--- config.mk ---
export PLATFORM = sky130hd
export DESIGN_NAME = instr_fetch_queue
export DESIGN_NICKNAME = d
export VERILOG_FILES = /design/src/rtl/instr_fetch_queue.sv
export SDC_FILE = /design/constraint.sdc
export NUM_CORES = 1
export LEC_CHECK = 0
export BUFFER_PORTS_ARGS = -buffer_cell sky130_fd_sc_hd__buf_4
export CORE_UTILIZATION = 40
export DETAILED_ROUTE_END_ITERATION = 7
export SYNTH_ARGS = -nofsm -noshare
export SYNTH_HDL_FRONTEND = slang
export SYNTH_SLANG_ARGS = --single-unit
--- constraint.sdc ---
create_clock -name clk -period 3.9 [get_ports clk]
set_input_delay 0.195 -clock clk [delete_from_list [all_inputs] [get_ports clk]]
set_output_delay 0.195 -clock clk [all_outputs]
set_load 0.01 [all_outputs]
--- src/rtl/instr_fetch_queue.sv ---
// Instruction fetch front end: owns the fetch PC, issues one word request at a time and
// buffers {pc, instruction} pairs for decode. `define FETCH_PERF_EN adds the pop counter.
module instr_fetch_queue #(
  parameter int unsigned DEPTH    = 4,
  parameter logic [31:0] RESET_PC = 32'h0000_0000
) (
  input  logic        clk,
  input  logic        rst,
  output logic        mem_req_valid,
  input  logic        mem_req_ready,
  output logic [31:0] mem_req_addr,
  input  logic        mem_rsp_valid,
  input  logic [31:0] mem_rsp_data,
  output logic        inst_valid,
  input  logic        inst_ready,
  output logic [31:0] inst_data,
  output logic [31:0] inst_pc,
  input  logic        redirect_valid,
  input  logic [31:0] redirect_pc,
  output logic [31:0] fetch_count
);

  localparam int unsigned XLEN  = 32;
  localparam int unsigned PTR_W = (DEPTH > 1) ? $clog2(DEPTH) : 1;
  localparam int unsigned CNT_W = PTR_W + 1;

  typedef enum logic [1:0] {
    REQ   = 2'd0,
    WAIT  = 2'd1,
    DRAIN = 2'd2
  } state_t;

  state_t            state;
  logic [XLEN-1:0]   fetch_pc;
  logic [XLEN-1:0]   req_pc;
  logic [CNT_W-1:0]  count;
  logic [PTR_W-1:0]  rd_ptr;
  logic [PTR_W-1:0]  wr_ptr;
  logic [XLEN-1:0]   pc_mem   [DEPTH];
  logic [XLEN-1:0]   inst_mem [DEPTH];

  logic              has_room;
  logic              req_fire;
  logic              push;
  logic              pop;

  // Handshake qualifiers; reset and redirect suppress visibility in the same cycle
  assign has_room      = (count < CNT_W'(DEPTH));
  assign mem_req_valid = ~rst & (state == REQ) & has_room;
  assign mem_req_addr  = fetch_pc;
  assign req_fire      = mem_req_valid & mem_req_ready;
  assign inst_valid    = ~rst & (count != '0) & ~redirect_valid;
  assign pop           = inst_valid & inst_ready;
  assign push          = ~rst & ~redirect_valid & (state == WAIT) & mem_rsp_valid;
  assign inst_data     = inst_mem[rd_ptr];
  assign inst_pc       = pc_mem[rd_ptr];

  // Fetch control and queue bookkeeping; redirect outranks all traffic except reset
  always_ff @(posedge clk) begin
    if (rst) begin
      state    <= REQ;
      fetch_pc <= RESET_PC;
      req_pc   <= RESET_PC;
      count    <= '0;
      rd_ptr   <= '0;
      wr_ptr   <= '0;
    end else if (redirect_valid) begin
      fetch_pc <= redirect_pc & ~XLEN'(3);
      count    <= '0;
      rd_ptr   <= '0;
      wr_ptr   <= '0;
      unique case (state)
        REQ:         state <= req_fire ? DRAIN : REQ;
        WAIT, DRAIN: state <= mem_rsp_valid ? REQ : DRAIN;
        default:     state <= REQ;
      endcase
    end else begin
      unique case (state)
        REQ: begin
          if (req_fire) begin
            req_pc   <= fetch_pc;
            fetch_pc <= fetch_pc + XLEN'(4);
            state    <= WAIT;
          end
        end
        WAIT, DRAIN: begin
          if (mem_rsp_valid) state <= REQ;
        end
        default: state <= REQ;
      endcase
      if (push) wr_ptr <= wr_ptr + PTR_W'(1);
      if (pop)  rd_ptr <= rd_ptr + PTR_W'(1);
      unique case ({push, pop})
        2'b10:   count <= count + CNT_W'(1);
        2'b01:   count <= count - CNT_W'(1);
        default: count <= count;
      endcase
    end
  end

  // Payload storage needs no reset; entries are only visible once counted
  always_ff @(posedge clk) begin
    if (push) begin
      pc_mem[wr_ptr]   <= req_pc;
      inst_mem[wr_ptr] <= mem_rsp_data;
    end
  end

`ifdef FETCH_PERF_EN
  logic [XLEN-1:0] fetch_count_q;

  // Counts instructions handed to decode; redirect does not clear it
  always_ff @(posedge clk) begin
    if (rst) begin
      fetch_count_q <= '0;
    end else if (pop) begin
      fetch_count_q <= fetch_count_q + XLEN'(1);
    end
  end

  assign fetch_count = fetch_count_q;
`else
  assign fetch_count = '0;
`endif

endmodule

---- After elaboration in Yosys (flattened, before gate mapping) ----
Memories as Yosys holds them, arrays and structs flattened. A register that Yosys moved wholly into a read port is not among the register bits.
Cells that the tools add are included.
word-level totals
  memories kept ........................... 2
  output and inout bits ................... 130
  RAM bits ................................ 256
  register bits after elaboration ......... 73
  logic and storage cells ................. 60
  input bits .............................. 70
cells by class
  muxes and demuxes ....................... 17
  bitwise logic cells ..................... 11
  magnitude comparators ................... 1
  equal/unequal tests ..................... 6
  reduce and logical (&&, ||, !) cells .... 11
  add/subtract/negate cells ............... 5
memory list
  name      depth  width  rd ports  clocked after memory_dff  wr ports  line  RTL
  inst_mem  4      32     1         1                         1         40    logic [XLEN-1:0] inst_mem [DEPTH];
  pc_mem    4      32     1         1                         1         39    logic [XLEN-1:0] pc_mem [DEPTH];
operators with widths
  kind                     number
  $mux W32                 3
  $add A32 B3 Y32 const B  1
  $mux W2                  9
  $and A1 B1 Y1            9
  $pmux W2 S2              2
  $ne A3 B3 Y1 const B     2
  $pmux W3 S2              1
  $reduce_and A2 Y1        3
  $reduce_bool A2 Y1       3
  $add A2 B1 Y2 const B    2
  $eq A2 B1 Y1 const B     2
  $eq A2 B2 Y1 const B     2
  $reduce_or A2 Y1         2
  $add A3 B1 Y3 const B    1
  $lt A3 B3 Y1 const B     1
  $reduce_and A3 Y1        1
  $reduce_bool A3 Y1       1
  $sub A3 B1 Y3 const B    1
  $logic_not A2 Y1         1
  $mux W1                  2
  $not A1 Y1               2

---- Logic depth before layout (Yosys ltp) ----
Gate-level depths: netlist of run 1.
  word-level depth ........................ 7
  mapped depth ............................ 11
  gate-level depth less buffers ........... 11

---- Least setup slack after synthesis of run 1 ----
Ideal clock, no wire load.
  kind .................................... input port to flip-flop
  start point ............................. input port rst
  end point ............................... memory inst_mem[0][0] (enable)
  buffers on the path ..................... 2
  stages .................................. 5
  setup time .............................. 0.427 ns
  arrival time ............................ 2.399 ns
  setup slack ............................. 1.075 ns
  data required time ...................... 3.473 ns
  cell sequence ........................... buf_6 > or2_2 > clkbuf_1 > nor2_1 > and2_1
on the way
  word-level cells in the longest chain between the ends .. 6
RTL lines
  item                           line  RTL
  start, declared                8     input logic rst,
  $not A1 Y1                     54    assign push = ~rst & ~redirect_valid & (state == WAIT) & mem_rsp_valid;
  $and A1 B1 Y1 (3 in series)    54
  $mux W1                        103   if (push) begin
  $mux W1 (implied by the code)  105   inst_mem[wr_ptr] <= mem_rsp_data;
  end, declared                  40
Every way passes these cells.

==> reports/results.ini, run 1 <==
[grt]
grt_max_degree=63
grt_antenna_before_repair=0
grt_pass1_wl_um=42700
grt_pass1_vias=7599
grt_usage_pct=16.7
overflow=0

[synthesis]
yosys.area_share.simple_pct=8.47
synth_warnings=0
synth_xor_area_share_pct=0.963
synth.avg_cell_area_um2=15.8
synth_top_cell_by_area=edfxtp_1
synth_top_area_share_pct=58.5
synth-main-ff-cell=edfxtp_1
synth_compound_area_share_pct=4.80
syn_area_um2=12700
synth-adder-area-share_pct=1.04
ys_async_sr_fraction_pct=0
synth.mux.area_fraction_pct=11.0
syn_inst=807
yosys-top-cells-area=edfxtp_1 (59%), dfxtp_1 (11%), mux4_2 (11%)
ys_seq_elements=319
ys_types=53
ys_seq_area_share_pct=69.7
synth_top_family_by_area=multiplexers
synth_edf_count=248

[routing]
vias=7507
wl_per_cell_um=18.5
routed_wl_um=26700
drt_iter0_drc=450
via_per_inst=5.20
drtAntennaViolNets=0
firstDrtPassIters=5
drc=0

[placed_design]
portBuffers=161
dp_hpwl_um=15800
placed_cells=1325
routabilityCongestion=0.864

[die]
dieArea_um2=32500
io_pins=200
start_util_pct=41.2
die_h_um=180
fp.coreArea_um2=30900
rows=64
die_w_um=180

[clock_network]
numCtsBuffers=36
postCtsHoldBufs=57
cts_setup_buffers=0
cts_sinks=319
clk_latency_ns=0.51
cts.repair.resized=0
h-tree-depth=2
clockRootBuffer=clkbuf_16
tritoncts=built
path_clk_slew_ns=0.06
cts-root-to-sink-buffers=3

[sta]
final-max-slew-violation-count=0
setup_viol=0
hold_viol_final=0
fin_crit_sh_pct=67.5
setup_tns_ns=0
period_minus_slack_ns=2.63
hold_ws_ns=0.000682
tightest_slew_ns=1.02
fmax_mhz=380
rsz0062_at_grt=false
clock_skew_ns=0.0234
relSlewSlack_pct=31.5

[worst_setup_path]
critical_path_required_ns=3.70
r2r_cells=6
critPathKind=flop to primary output
cp.arrival_ns=2.44
start_kind=flop
critPathCaptureType=primary output
cp_max_fo=31

[power]
ir_drop_v=0.000227
p_per_area_nw_per_um2=473
finalPower_w=0.00758
p_leak_nw=5.46

[cells_and_area]
fin_util_pct=51.8
n_antenna_cell=0
final_cells=1445
nets=1104
regArea_um2=8880
num-fill-cells=2609
multi_input_area_um2=3490
synthToLayoutAreaGrowth_pct=25.8
layout-drive-gt1-share_pct=28.1

[job]
drv_cap=0

[worst_hold_path]
hold_path.class=input pin to flop
hold-path-cell-count=3

[run_status]
status=complete, no violations

[final cells by class]
type | instances | area share, %
clock inverter | 17 | 1.56
inverter | 17 | 0.399
tap | 396 | 3.10
multi-input combinational | 426 | 21.8
sequential | 319 | 55.5
clock buffer | 46 | 6.32
timing repair buffer | 224 | 11.4
[kinds of logic after synthesis]
| group | count (synthesis) |
|---|---|
| buffers and inverters | 97 |
| other | 1 |
| AO/OA/AOI/OAI | 91 |
| AND/OR/NAND/NOR | 213 |
| adder cells (fa/ha/maj) | 10 |
| XOR/XNOR | 14 |
| flip-flops | 319 |
| multiplexers | 62 |
[Yosys cell counts (all sizes together), types with 2 or more instances]
cell type  number
edfxtp        248
nand2          80
dfxtp          71
mux4           62
buf            46
a21oi          38
nor2           37
clkbuf         34
inv            17
nand3          17
nand4          14
nor4           13
a311oi         11
a211oi         10
and3           10
ha              9
o21ai           8
or4             8
or3             7
xnor2           7
xor2            7
a2111oi         5
and2            5
and4            5
nor2b           4
nor3            4
o31ai           4
o31a            3
a211o           2
a22oi           2
nand2b          2
nor3b           2
[metrics by stage]
stage | setup WS [ns] | cell area [um^2]
finish | 1.27 | 16000
global route | 1.02 | 16000
CTS | 1.16 | 16000
detailed placement | 1.15 | 14200
global placement | 1.18 | 14200
floorplan | 1.07 | 12900
[final timing paths]
check | startpoint | endpoint | slack (ns)
max | flop | inst_pc[31] | 1.27
min | redirect_pc[26] | mem_req_addr[26] | 0.0007
max reg2reg | state[1] | mem_req_addr[26] | 1.31
min reg2reg | req_pc[21] | req_pc[21] | 0.50
[registers in the layout, summed over array words and instances (netlist names), named ones only]
| name | count |
|---|---|
| count | 3 |
| inst_mem | 128 |
| mem_req_addr | 30 |
| pc_mem | 120 |
| rd_ptr | 2 |
| req_pc | 30 |
| state | 2 |
| wr_ptr | 2 |
[worst max-delay path, stage by stage, from the launching register on]
cell and delay [ns]:
dfxtp_4 0.77, buf_4 0.41, mux4_2 0.57, buf_4 0.16
[placed cells by master, fill, tap and decap left out, drive strengths merged, types with 11 or more instances in the layout]
master	count
nor4	13
nand4	14
nand2	80
a311oi	11
conb	36
dlygate4sd3	57
a21oi	38
buf	167
mux4	62
clkbuf	46
dfxtp	71
edfxtp	248
inv	19
nand3	17
nor2	37
[metal layers]
metal  wire length (um)  share of wire (%)  GRT usage (%)
met4                566                2.1           4.79
met5                  0                  0              0
met2              12100                 45           25.7
met3               1670                6.3           3.29
met1              12300                 46           24.0
[power breakdown]
group / total [W] / switching [W] / internal (W)
logic: 0.000295 / 0.000145 / 0.000150
registers: 0.00373 / 0.0000584 / 0.00367
clock network: 0.00355 / 0.00132 / 0.00224
Note: power is estimated with default switching activity, not from simulation.
==> run 2, diff against run 1 <==
--- a/config.mk
+++ b/config.mk
@@ -5,6 +5,7 @@
 export SDC_FILE = /design/constraint.sdc
 export NUM_CORES = 1
 export LEC_CHECK = 0
+export ABC_AREA = 1
 export BUFFER_PORTS_ARGS = -buffer_cell sky130_fd_sc_hd__buf_4
 export CORE_UTILIZATION = 40
 export DETAILED_ROUTE_END_ITERATION = 7
==> constraint.sdc (replaced) <==
create_clock -name clk -period 2.2 [get_ports clk]
set_input_delay 0.11 -clock clk [delete_from_list [all_inputs] [get_ports clk]]
set_output_delay 0.11 -clock clk [all_outputs]
set_load 0.01 [all_outputs]
==> run 2 against run 1 <==
  * Clock power increased by 50%
  * Via count up 23%
  * Worst hold slack better by 0.020 ns
  * Register-to-register slack got worse by 1.1 ns
  * Clock-buffer cell count fell by 3
  * Critical path type unchanged
  * Synthesized cell count increased by 48%
  * Core utilization down 0.25 points
  * Setup slack worse by 1.1 ns
  * Sequential power increased by 78%
  * Non-clock buffer count grew 23
  * Sequential share of layout area shrank 1.4 points
  * Global-route usage up 1.6 points
==> reports/results.ini, run 2 <==
[synthesis]
synth.avg_cell_area_um2=11.0  ; -30%
yosysMostFrequentCell=edfxtp_1
synth.mux.area_fraction_pct=0  ; -11 points
syn_area_um2=13100  ; +3.1%
synth_compound_area_share_pct=11.8  ; +7.0 points
ys_async_sr_fraction_pct=0  ; unchanged
synth_top_area_share_pct=56.8  ; -1.7 points
ys_seq_area_share_pct=67.6  ; -2.1 points
synth_top_family_by_area=simple AND/OR/NAND/NOR gates
synth_top_cell_by_area=edfxtp_1
ys_types=40  ; -25%
syn_inst=1192  ; +48%
synth-main-ff-cell=edfxtp_1
synth_commonest_cells=edfxtp_1 (248), nor2_1 (211), o21ai_0 (157)
ys_seq_elements=319  ; unchanged
synth-adder-area-share_pct=1.01  ; -0.031 points
synth_warnings=0  ; unchanged
synth_edf_count=248  ; unchanged
yosys.area_share.simple_pct=13.1  ; +4.6 points
yosys-top-cells-area=edfxtp_1 (57%), dfxtp_1 (11%), nor2_1 (6.0%)
synth_xor_area_share_pct=0.401  ; -0.56 points

[sta]
fmax_mhz=490
hold_viol_final=0  ; unchanged
setup_viol=0  ; unchanged
rsz0062_at_grt=false
final-max-slew-violation-count=0  ; unchanged
fin_crit_sh_pct=92.8
clock_skew_ns=0.0147  ; -0.00867 ns
period_minus_slack_ns=2.04

[power]
p_leak_nw=6.06  ; +11%
ir_drop_v=0.000485  ; +110%
switchingPower_w=0.00265  ; +75%
pwr-share-comb_pct=4.7  ; +0.8 points
clockPowerShare_pct=42.3  ; -4.6 points
power_frac_seq_pct=52.9  ; +3.6 points
swShare_pct=21.1  ; +1.1 points
p_per_area_nw_per_um2=764  ; +61%
p_int_w=0.00990  ; +63%

[clock_network]
clockRootBuffer=clkbuf_16
clk_latency_ns=0.51  ; about the same
tritoncts=built
h-tree-depth=2  ; unchanged
cts_setup_buffers=0  ; unchanged
numCtsBuffers=35  ; -2.8%
cts_sinks=319  ; unchanged
path_clk_slew_ns=0.05  ; about the same
cts-root-to-sink-buffers=3  ; unchanged

[die]
start_util_pct=41.1  ; about the same
rows=65  ; +1.6%
die_w_um=183  ; +1.5%
dieArea_um2=33500  ; +3.0%
io_pins=200  ; unchanged
die_h_um=183  ; +1.5%
fp.coreArea_um2=31900  ; +3.1%

[worst_setup_path]
start_kind=flop
cp.arrival_ns=1.93  ; -0.51 ns
cp_max_fo=19  ; -39%
critPathCaptureType=primary output
critPathKind=flop to primary output
critical_path_required_ns=2.09  ; -1.61 ns

[routing]
via_per_inst=4.95  ; -4.7%
drtAntennaViolNets=0  ; unchanged
drc=0  ; unchanged
wl_per_cell_um=16.5  ; -11%
firstDrtPassIters=6  ; +1
routed_wl_um=30800  ; +16%
vias=9263  ; +23%
drt_iter0_drc=604  ; +34%

[cells_and_area]
final_cell_mix=edfxtp_1 (248), nor2_1 (206), buf_4 (177)
n_antenna_cell=0  ; unchanged
final_area_um2=16400  ; +2.6%
nets=1491  ; +35%
layout-drive-gt1-share_pct=18.6  ; -9.5 points
mostFrequentLayoutCell=edfxtp_1
reg.largest.list=inst_mem: 128 flops, pc_mem: 120 flops
synthToLayoutAreaGrowth_pct=25.3
largest_reg_flops=128  ; unchanged
top_register=inst_mem
final_cells=1870  ; +29%
fin_util_pct=51.5  ; -0.25 points

[grt]
grt_usage_pct=18.3  ; +1.6 points
grt_max_degree=67  ; +6.3%
grt_use_met2_pct=29.9  ; +4.2 points
grt_antenna_before_repair=0  ; unchanged
met3_usage_pct=3.38  ; +0.081 points
overflow=0  ; unchanged
use_met1_pct=24.9  ; +0.91 points
grt_pass1_wl_um=47700  ; +12%
grt_pass1_vias=8698  ; +14%
gr-max-usage-layer=met2

[placed_design]
dpl-instance-area_um2=14800  ; +4.4%
placed_cells=1750  ; +32%
routabilityCongestion=0.859  ; -0.58%
dp_hpwl_um=18900  ; +20%
portBuffers=161  ; unchanged

[run_status]
status=complete, no violations

[worst_hold_path]
hold_path.class=input pin to flop

[job]
drv_cap=0  ; unchanged

## run 2: changes by cell type after synthesis, sizes merged, moves of 15 or more
cell / delta
buf: +15
inv: +43
mux4: -62
nand2: +58
nand3: +24
nor2: +185
o21ai: +151
o22ai: +62
## run 2: final timing paths
kind | from | to | depth (start not counted) | slack [ns]
min reg2reg | rd_ptr[1] | flop | 2 | 0.46
min | mem_rsp_valid | wr_ptr[0] | 5 | 0.02
max reg2reg | state[1] | count[2] | 12 | 0.25
max | flop | inst_pc[5] | 5 | 0.16
## run 2: timing repair
item | CTS | global route
endpoints found under the hold margin | 157 | 0
resized for setup | 0 | 3
endpoints found under the setup margin | 0 | 3
hold buffers | 59 | 0
## run 2: cells by family after synthesis
| kind of cell | Yosys count |
|---|---|
| simple gates | 411 |
| flops | 319 |
| compound gates | 285 |
| buf+inv | 160 |
| fa+ha+maj | 10 |
| xor+xnor | 6 |
| other cells | 1 |
## run 2: power groups by stage
stage / logic [W] / clock network (W) / registers (W)
floorplan: 0.000291 / 0 / 0.00675
global placement: 0.000494 / 0 / 0.00677
detailed placement: 0.000502 / 0 / 0.00677
CTS: 0.000590 / 0.00545 / 0.00665
global route: 0.000651 / 0.00566 / 0.00666
finish: 0.000591 / 0.00532 / 0.00665
## run 2: through the flow
step | hold slack [ns] | TNS, ns | setup slack (ns) | total power (W)
6_report | 0.0210 | 0 | 0.158 | 0.0126
3_5_place_dp | 0.314 | 0 | 0.207 | 0.00728
2_1_floorplan | 0.209 | -156.45 | -0.631 | 0.00704
5_1_grt | 0.0435 | 0 | 0.0118 | 0.0130
4_1_cts | 0.000470 | 0 | 0.106 | 0.0127
3_3_place_gp | 0.312 | 0 | 0.170 | 0.00726
## run 2: final cells by class
cell class,count,area (um^2)
Fill cell,2838,15500
Sequential cell,319,8870
Multi-Input combinational cell,748,3620
Timing Repair Buffer,247,2130
Clock buffer,43,916
Tap cell,435,544
Inverter,60,226
Clock inverter,18,118
## run 2: layer usage
layer  up-vias  share of wire [%]
met1      4371                 44
met5         -                  0
met3        44                6.6
met2       299                 47
li1       4549                  -
met4         0                1.7
## run 2: critical path: stages, from the launching register on
cell and delay (ns):
dfxtp_2 0.33, inv_2 0.30, buf_4 0.27, o21ai_0 0.10, o22ai_1 0.25, buf_4 0.18
